## src/rtl/drain_pkg.sv

```systemverilog
// Shared types and width helpers for the result_drain output stage.
// Optional build macro DRAIN_COL_MAJOR_EN (see drain_idx_gen) selects emission order.
package drain_pkg;

    typedef enum logic [0:0] {IDLE, STREAM} state_t;

    // $clog2 with a floor of one bit so degenerate sizes still get a real signal
    function automatic int unsigned clog2_min1(input int unsigned v);
        return (v > 1) ? $clog2(v) : 1;
    endfunction

    // Width of the linear element index for an n x n matrix
    function automatic int unsigned idx_width(input int unsigned n);
        return clog2_min1(n * n);
    endfunction

endpackage

```

## src/rtl/drain_idx_gen.sv

```systemverilog
// Row/column walker for the drained matrix.
// Build macro DRAIN_COL_MAJOR_EN: defined -> column-major walk, undefined -> row-major.
// The linear index always addresses C[row][col] in the capture layout, so the
// last element is N*N-1 in either order.
module drain_idx_gen
    import drain_pkg::*;
#(
    parameter int N = 4
) (
    input  logic                    i_clk,
    input  logic                    i_rst,
    input  logic                    clear,
    input  logic                    advance,
    output logic [idx_width(N)-1:0] idx,
    output logic                    last
);

    localparam int unsigned IW = idx_width(N);
    localparam int unsigned CW = clog2_min1(N);
    localparam logic [CW-1:0] CMAX = CW'(N - 1);
    localparam logic [IW-1:0] N_IW = IW'(N);

    logic [CW-1:0] row_q;
    logic [CW-1:0] col_q;

    // Step the inner counter on each accepted beat, carrying into the outer one
    always_ff @(posedge i_clk) begin
        if (i_rst || clear) begin
            row_q <= '0;
            col_q <= '0;
        end else if (advance) begin
`ifdef DRAIN_COL_MAJOR_EN
            if (row_q == CMAX) begin
                row_q <= '0;
                col_q <= (col_q == CMAX) ? '0 : col_q + CW'(1);
            end else begin
                row_q <= row_q + CW'(1);
            end
`else
            if (col_q == CMAX) begin
                col_q <= '0;
                row_q <= (row_q == CMAX) ? '0 : row_q + CW'(1);
            end else begin
                col_q <= col_q + CW'(1);
            end
`endif
        end
    end

    assign idx  = IW'(row_q) * N_IW + IW'(col_q);
    assign last = (row_q == CMAX) && (col_q == CMAX);

endmodule

```

## src/rtl/result_drain.sv

```systemverilog
// Output stage behind the systolic array: captures an N x N result matrix in
// one cycle and streams it out as AXI4-Stream beats with TLAST on the final one.
// Build macro DRAIN_COL_MAJOR_EN selects column-major emission order.
module result_drain
    import drain_pkg::*;
#(
    parameter int N  = 4,
    parameter int DW = 32
) (
    input  logic              i_clk,
    input  logic              i_rst,
    input  logic              arr_C_valid,
    input  logic [N*N*DW-1:0] arr_C,
    output logic              cap_ready,
    output logic [DW-1:0]     m_axis_data,
    output logic              m_axis_valid,
    input  logic              m_axis_ready,
    output logic              m_axis_last,
    output logic              o_done
);

    localparam int unsigned IW = idx_width(N);

    state_t            state_q;
    logic [N*N*DW-1:0] cap_q;
    logic [IW-1:0]     idx;
    logic              idx_last;
    logic              capture;
    logic              accept;

    assign capture = (state_q == IDLE) && arr_C_valid;
    assign accept  = m_axis_valid && m_axis_ready;

    drain_idx_gen #(
        .N(N)
    ) u_idx_gen (
        .i_clk  (i_clk),
        .i_rst  (i_rst),
        .clear  (capture),
        .advance(accept),
        .idx    (idx),
        .last   (idx_last)
    );

    // Capture/stream sequencer with registered handshake outputs
    always_ff @(posedge i_clk) begin
        if (i_rst) begin
            state_q      <= IDLE;
            cap_q        <= '0;
            cap_ready    <= 1'b1;
            m_axis_valid <= 1'b0;
            o_done       <= 1'b0;
        end else begin
            o_done <= 1'b0;
            case (state_q)
                IDLE: begin
                    if (arr_C_valid) begin
                        cap_q        <= arr_C;
                        state_q      <= STREAM;
                        cap_ready    <= 1'b0;
                        m_axis_valid <= 1'b1;
                    end
                end
                STREAM: begin
                    if (accept && idx_last) begin
                        state_q      <= IDLE;
                        cap_ready    <= 1'b1;
                        m_axis_valid <= 1'b0;
                        o_done       <= 1'b1;
                    end
                end
                default: state_q <= IDLE;
            endcase
        end
    end

    // Output element is a mux of registered capture data and index only
    assign m_axis_data = m_axis_valid ? cap_q[int'(idx)*DW +: DW] : '0;
    assign m_axis_last = m_axis_valid && idx_last;

endmodule

```

## config.mk

```make
export PLATFORM = sky130hd
export DESIGN_NAME = result_drain
export DESIGN_NICKNAME = d
export VERILOG_FILES = /design/src/rtl/drain_pkg.sv /design/src/rtl/drain_idx_gen.sv /design/src/rtl/result_drain.sv
export SDC_FILE = /design/constraint.sdc
export NUM_CORES = 1
export LEC_CHECK = 0
export CORE_MARGIN = 3
export CORE_UTILIZATION = 30
export DETAILED_ROUTE_END_ITERATION = 8
export PLACE_DENSITY = 0.57
export SETUP_SLACK_MARGIN = 0.4
export SKIP_LAST_GASP = 1
export SLEW_MARGIN = 20
export SYNTH_ARGS = -nofsm -noshare
export SYNTH_HDL_FRONTEND = slang
export SYNTH_SLANG_ARGS = --single-unit
```

## constraint.sdc

```tcl
create_clock -name i_clk -period 3.78 [get_ports i_clk]
set_input_delay 0.756 -clock i_clk [delete_from_list [all_inputs] [get_ports i_clk]]
set_output_delay 0.756 -clock i_clk [all_outputs]
set_load 0.005 [all_outputs]
```

### Word-level counts from Yosys, hierarchy flattened

Cells that the tools add are included.

| word-level totals | value |
|---|---|
| input port bits | 516 |
| flip-flop bits (word level) | 520 |

| cells by class | value |
|---|---|
| eq/ne operators | 4 |
| $add $sub $neg | 3 |
| reduce and logical (&&, ||, !) cells | 10 |
| shift operators | 1 |
| bitwise operators | 1 |
| muxes and demuxes | 13 |

Operators by type and width:

| kind | count |
|---|---|
| $shiftx A512 B10 Y32 | 1 |
| $mux W32 | 1 |
| $mux W1 | 7 |
| $pmux W1 S2 | 3 |
| $reduce_and A2 Y1 | 3 |
| $logic_and A1 B1 Y1 | 5 |
| $add A2 B1 Y2 const B | 2 |
| $add A4 B2 Y4 | 1 |
| $eq A2 B2 Y1 const B | 2 |
| $mux W2 | 2 |
| $ne A2 B1 Y1 const B | 1 |
| $ne A2 B2 Y1 const B | 1 |
| $reduce_or A2 Y1 | 1 |
| $logic_or A1 B1 Y1 | 1 |
| $not A1 Y1 | 1 |

### Depth between registers and ports, before layout

| depth | value |
|---|---|
| depth after elaboration | 5 |
| depth in mapped cells | 7 |
| depth with buffers taken out | 5 |

### Hierarchy

From an unflattened synthesis, not the netlist that was laid out.

| unflattened totals | value |
|---|---|
| cell total of the unflattened synthesis | 2779 |
| area total of the unflattened synthesis | 22257.6 um2 |

By module, submodules not included:

| module | seq. area each (um2) | cells each | instances | area each (um2) |
|---|---|---|---|---|
| result_drain | 10329.9 | 2760 | 1 | 22056.2 |
| drain_idx_gen | 80.1 | 19 | 1 | 201.4 |

### Worst setup path before layout

Ideal clock, no wire load.

| path | value |
|---|---|
| path kind | register to output |
| start | reg u_idx_gen.col_q[0] |
| end | out m_axis_data[22] |
| arrival time | 1402 ps |
| stages on the path, launching flop included | 6 |
| required time | 3024 ps |
| setup slack | 1622 ps |
| buffers on the path | 2 |
| cells stage by stage | dfxtp_1 -> buf_4 -> buf_4 -> mux4_2 -> o21ai_1 -> o21ai_1 |

| on the way | value |
|---|---|
| cells in the longest elaborated chain, start to end | 3 |

Ends and longest elaborated chain:

| item | RTL line | text |
|---|---|---|
| start, declared | drain_idx_gen.sv:24 | `logic [CW-1:0] col_q;` |
| start signal, assigned | drain_idx_gen.sv:44 | `col_q <= col_q + CW'(1);` |
| $add A4 B2 Y4 | drain_idx_gen.sv:50 | `assign idx = IW'(row_q) * N_IW + IW'(col_q);` |
| $shiftx A512 B10 Y32 | result_drain.sv:78 | `assign m_axis_data = m_axis_valid ? cap_q[int'(idx)*DW +: DW] : '0;` |
| $mux W32 | result_drain.sv:78 |  |
| end, declared | result_drain.sv:15 | `output logic [DW-1:0] m_axis_data,` |

Every way passes these cells.

### Final worst setup path

| path | value |
|---|---|
| start | reg u_idx_gen.col_q[0] |
| end | out m_axis_data[6] |

The elaborated chain is that of the path after synthesis.

==> results.py <==
metrics = {
    "clocking": {
        "cts-hold-fix-buffers": 0,
        "clock_path_buffers": 3,
        "numCtsBuffers": 57,
        "path_clk_slew_ns": 0.07,
        "clk_latency_ns": 0.61,
        "clock-root-buffer": "clkbuf_16",
        "cts_sinks": 520,
        "cts.htree.levels": 2,
        "cts_tree": "yes",
    },
    "detailed_routing": {
        "drc": 0,
        "detail-route-antenna-nets": 0,
        "vias": 20798,
        "viasPerCell": 4.890,
        "dr.first_iter.drc_count": 1684,
        "dr.pass1.iters": 5,
        "routedWlPerCell_um": 21.92,
        "drt_wl_total_mm": 93.22,
    },
    "pwr": {
        "swShare_pct": 25.93,
        "share_seq_of_total_power_pct": 43.8,
        "p_switching_mw": 3.538,
        "internal_power_mw": 10.11,
        "vdd_drop_max_mv": 0.3412,
        "power_density_nw_per_um2": 429.7,
        "totalPowerFinal_mw": 13.64,
        "pwr-share-comb_pct": 14.1,
        "pwr-share-clk_pct": 42.1,
        "leakagePower_nw": 11.34,
    },
    "place": {
        "place_ws_ns": 0.3521,
        "hpwl_mm": 67.47,
        "gp_congestion": 0.8268,
        "port_buffers": 551,
    },
    "sta": {
        "timing.final.ws_setup_ns": 0.3304,
        "finalSetupViolations": 0,
        "tightest_slew_ns": 0.8972,
        "timing.final.crit_share_pct": 91.26,
        "fin_skew_ns": 0.01900,
        "drv_slew": 0,
        "fin_crit_ns": 3.450,
        "tns_ns": 0,
        "fmax_mhz": 289.9,
        "rsz0062_at_grt": "true",
        "finalHoldViolCount": 0,
        "maxSlewHeadroom_pct": 40.19,
    },
    "logic_synthesis": {
        "syn-num-nets": 3253,
        "yosysTopAreaCell": "dfxtp_1",
        "synth_cell_type_count": 27,
        "syn_area_um2": 22000,
        "ys_seq_elements": 520,
        "synth_area_per_cell_um2": 8.045,
        "synthTopCellsByArea": "dfxtp_1, nand2_1, a21oi_1",
        "synthCells": 2735,
        "synth-warning-count": 0,
        "yosysSeqAreaShare_pct": 47.31,
        "synth_top_cell_area_share_pct": 47.31,
    },
    "floorplan": {
        "ios": 552,
        "initial_core_util_pct": 30.52,
        "std_cell_rows": 98,
        "die_area_um2": 76630,
        "core_um2": 72100,
        "die_y_um": 276.8,
        "die_x_um": 276.8,
    },
    "critical_path": {
        "end_kind": "primary output",
        "worstPathRequired_ns": 3.02,
        "arrival_ns": 2.69,
        "critPathKind": "reg2out",
        "cp-start-kind": "register",
        "cp_max_fo": 13,
    },
    "global_routing": {
        "track_usage_pct": 23.11,
        "antenna_found_initial": 21,
        "grt_max_degree": 108,
        "grt_pass1_vias": 20478,
        "overflow": 0,
        "grt_pass1_wl_mm": 132.9,
    },
    "finish": {
        "drive_gt1_share_pct": 11.72,
        "n_fill_cell": 7288,
        "layout_commonest_cell": "nand2_1",
        "nets": 3763,
        "layout_common_cells": "nand2_1, dfxtp_1, clkdlybuf4s50_1, a21oi_1, mux2i_1",
        "syn_to_final_growth_pct": 44.32,
    },
    "outcome": {
        "outcome": "complete, no violations",
    },
    "min_path": {
        "hold_path_class": "reg2reg",
    },
    "run": {
        "maxCapViolations": 0,
    },
}
cell usage after synthesis (all sizes together):
cell type  instances
nand2b             2
a31oi              1
nor2b              3
nor2               2
nand2           1060
and2               1
a21oi            514
ha                 2
and3               1
nand3              2
buf              131
o21ai             64
dfxtp            520
mux4              32
o21a               2
a221oi            32
nor3               6
mux2i            194
a22oi             64
clkbuf           102
registers in the layout, summed over array words and instances (netlist names):
register,count
cap_ready,1
u_idx_gen.row_q,2
u_idx_gen.col_q,2
state_q,1
cap_q,512
m_axis_valid,1
o_done,1
path summary, 6_finish.rpt:
path | end | depth (start not counted) | slack (ns) | from
hold reg to reg | cap_ready | 2 | 0.45 | cap_ready
hold / removal | cap_ready | 2 | 0.45 | cap_ready
setup / recovery | m_axis_data[6] | 7 | 0.33 | u_idx_gen.col_q[0]
setup reg to reg | state_q | 8 | 1.69 | u_idx_gen.col_q[0]
critical path, stage by stage (launching register included):
cell,delay [ns]
dfxtp_4,0.43
buf_16,0.16
buf_4,0.13
buf_4,0.10
mux4_2,0.62
o21ai_4,0.22
o21ai_4,0.11
dlygate4sd2_1,0.28
routing by layer:
layer | vias to the layer above | part of all wire [%] | GRT usage (%)
li1 | 10232 | - | -
met1 | 9834 | 44 | 30.87
met2 | 578 | 46 | 37.09
met3 | 142 | 5.9 | 4.578
met4 | 12 | 3.3 | 8.270
met5 | - | 0.086 | 0
per-stage QoR:
step	std cells	hold WS, ns	utilization [%]	instance area, um2
2_1_floorplan	2735	0.4331	-	22000
3_3_place_gp	4079	0.4342	39.56	28520
3_5_place_dp	4079	0.4401	39.56	28520
4_1_cts	4234	0.4507	43.82	31600
5_1_grt	4250	0.4672	44.03	31750
6_report	4253	0.4499	44.04	31750
logic make-up after synthesis:
logic type / after synthesis / synth area share (%)
adder cells (fa/ha/maj): 2 / 0.1137
multiplexers: 226 / 12.10
AO/OA/AOI/OAI: 677 / 16.76
flip-flops: 520 / 47.31
AND/OR/NAND/NOR: 1077 / 18.50
buffers and inverters: 233 / 5.215
power groups by stage:
stage                     combinational [mW]  sequential (mW)  clock, mW
after floorplan                        0.855             6.02          0
after global placement                  1.80             6.09          0
after detailed placement                1.81             6.09          0
after CTS                               1.92             5.97       5.86
after global routing                    2.08             6.00       6.09
final                                   1.92             5.97       5.75
cell type report:
cell class	count	area, um2	area share [%]
well taps	950	1189	3.743
clock buffers	78	1698	5.347
diodes	10	25.02	0.07881
clock inverters	29	247.7	0.7802
flip-flops and latches	520	10420	32.82
repair buffers	681	7094	22.34
multi-input cells	1985	11080	34.89
repair_timing:
item	in CTS	in global routing
endpoints found under the setup margin	33	25
resized for setup	213	34
buffers inserted	39	9
gates cloned	9	0
pin swaps	47	23
hold endpoints to repair	0	0
(Power assumes the default switching activity.)
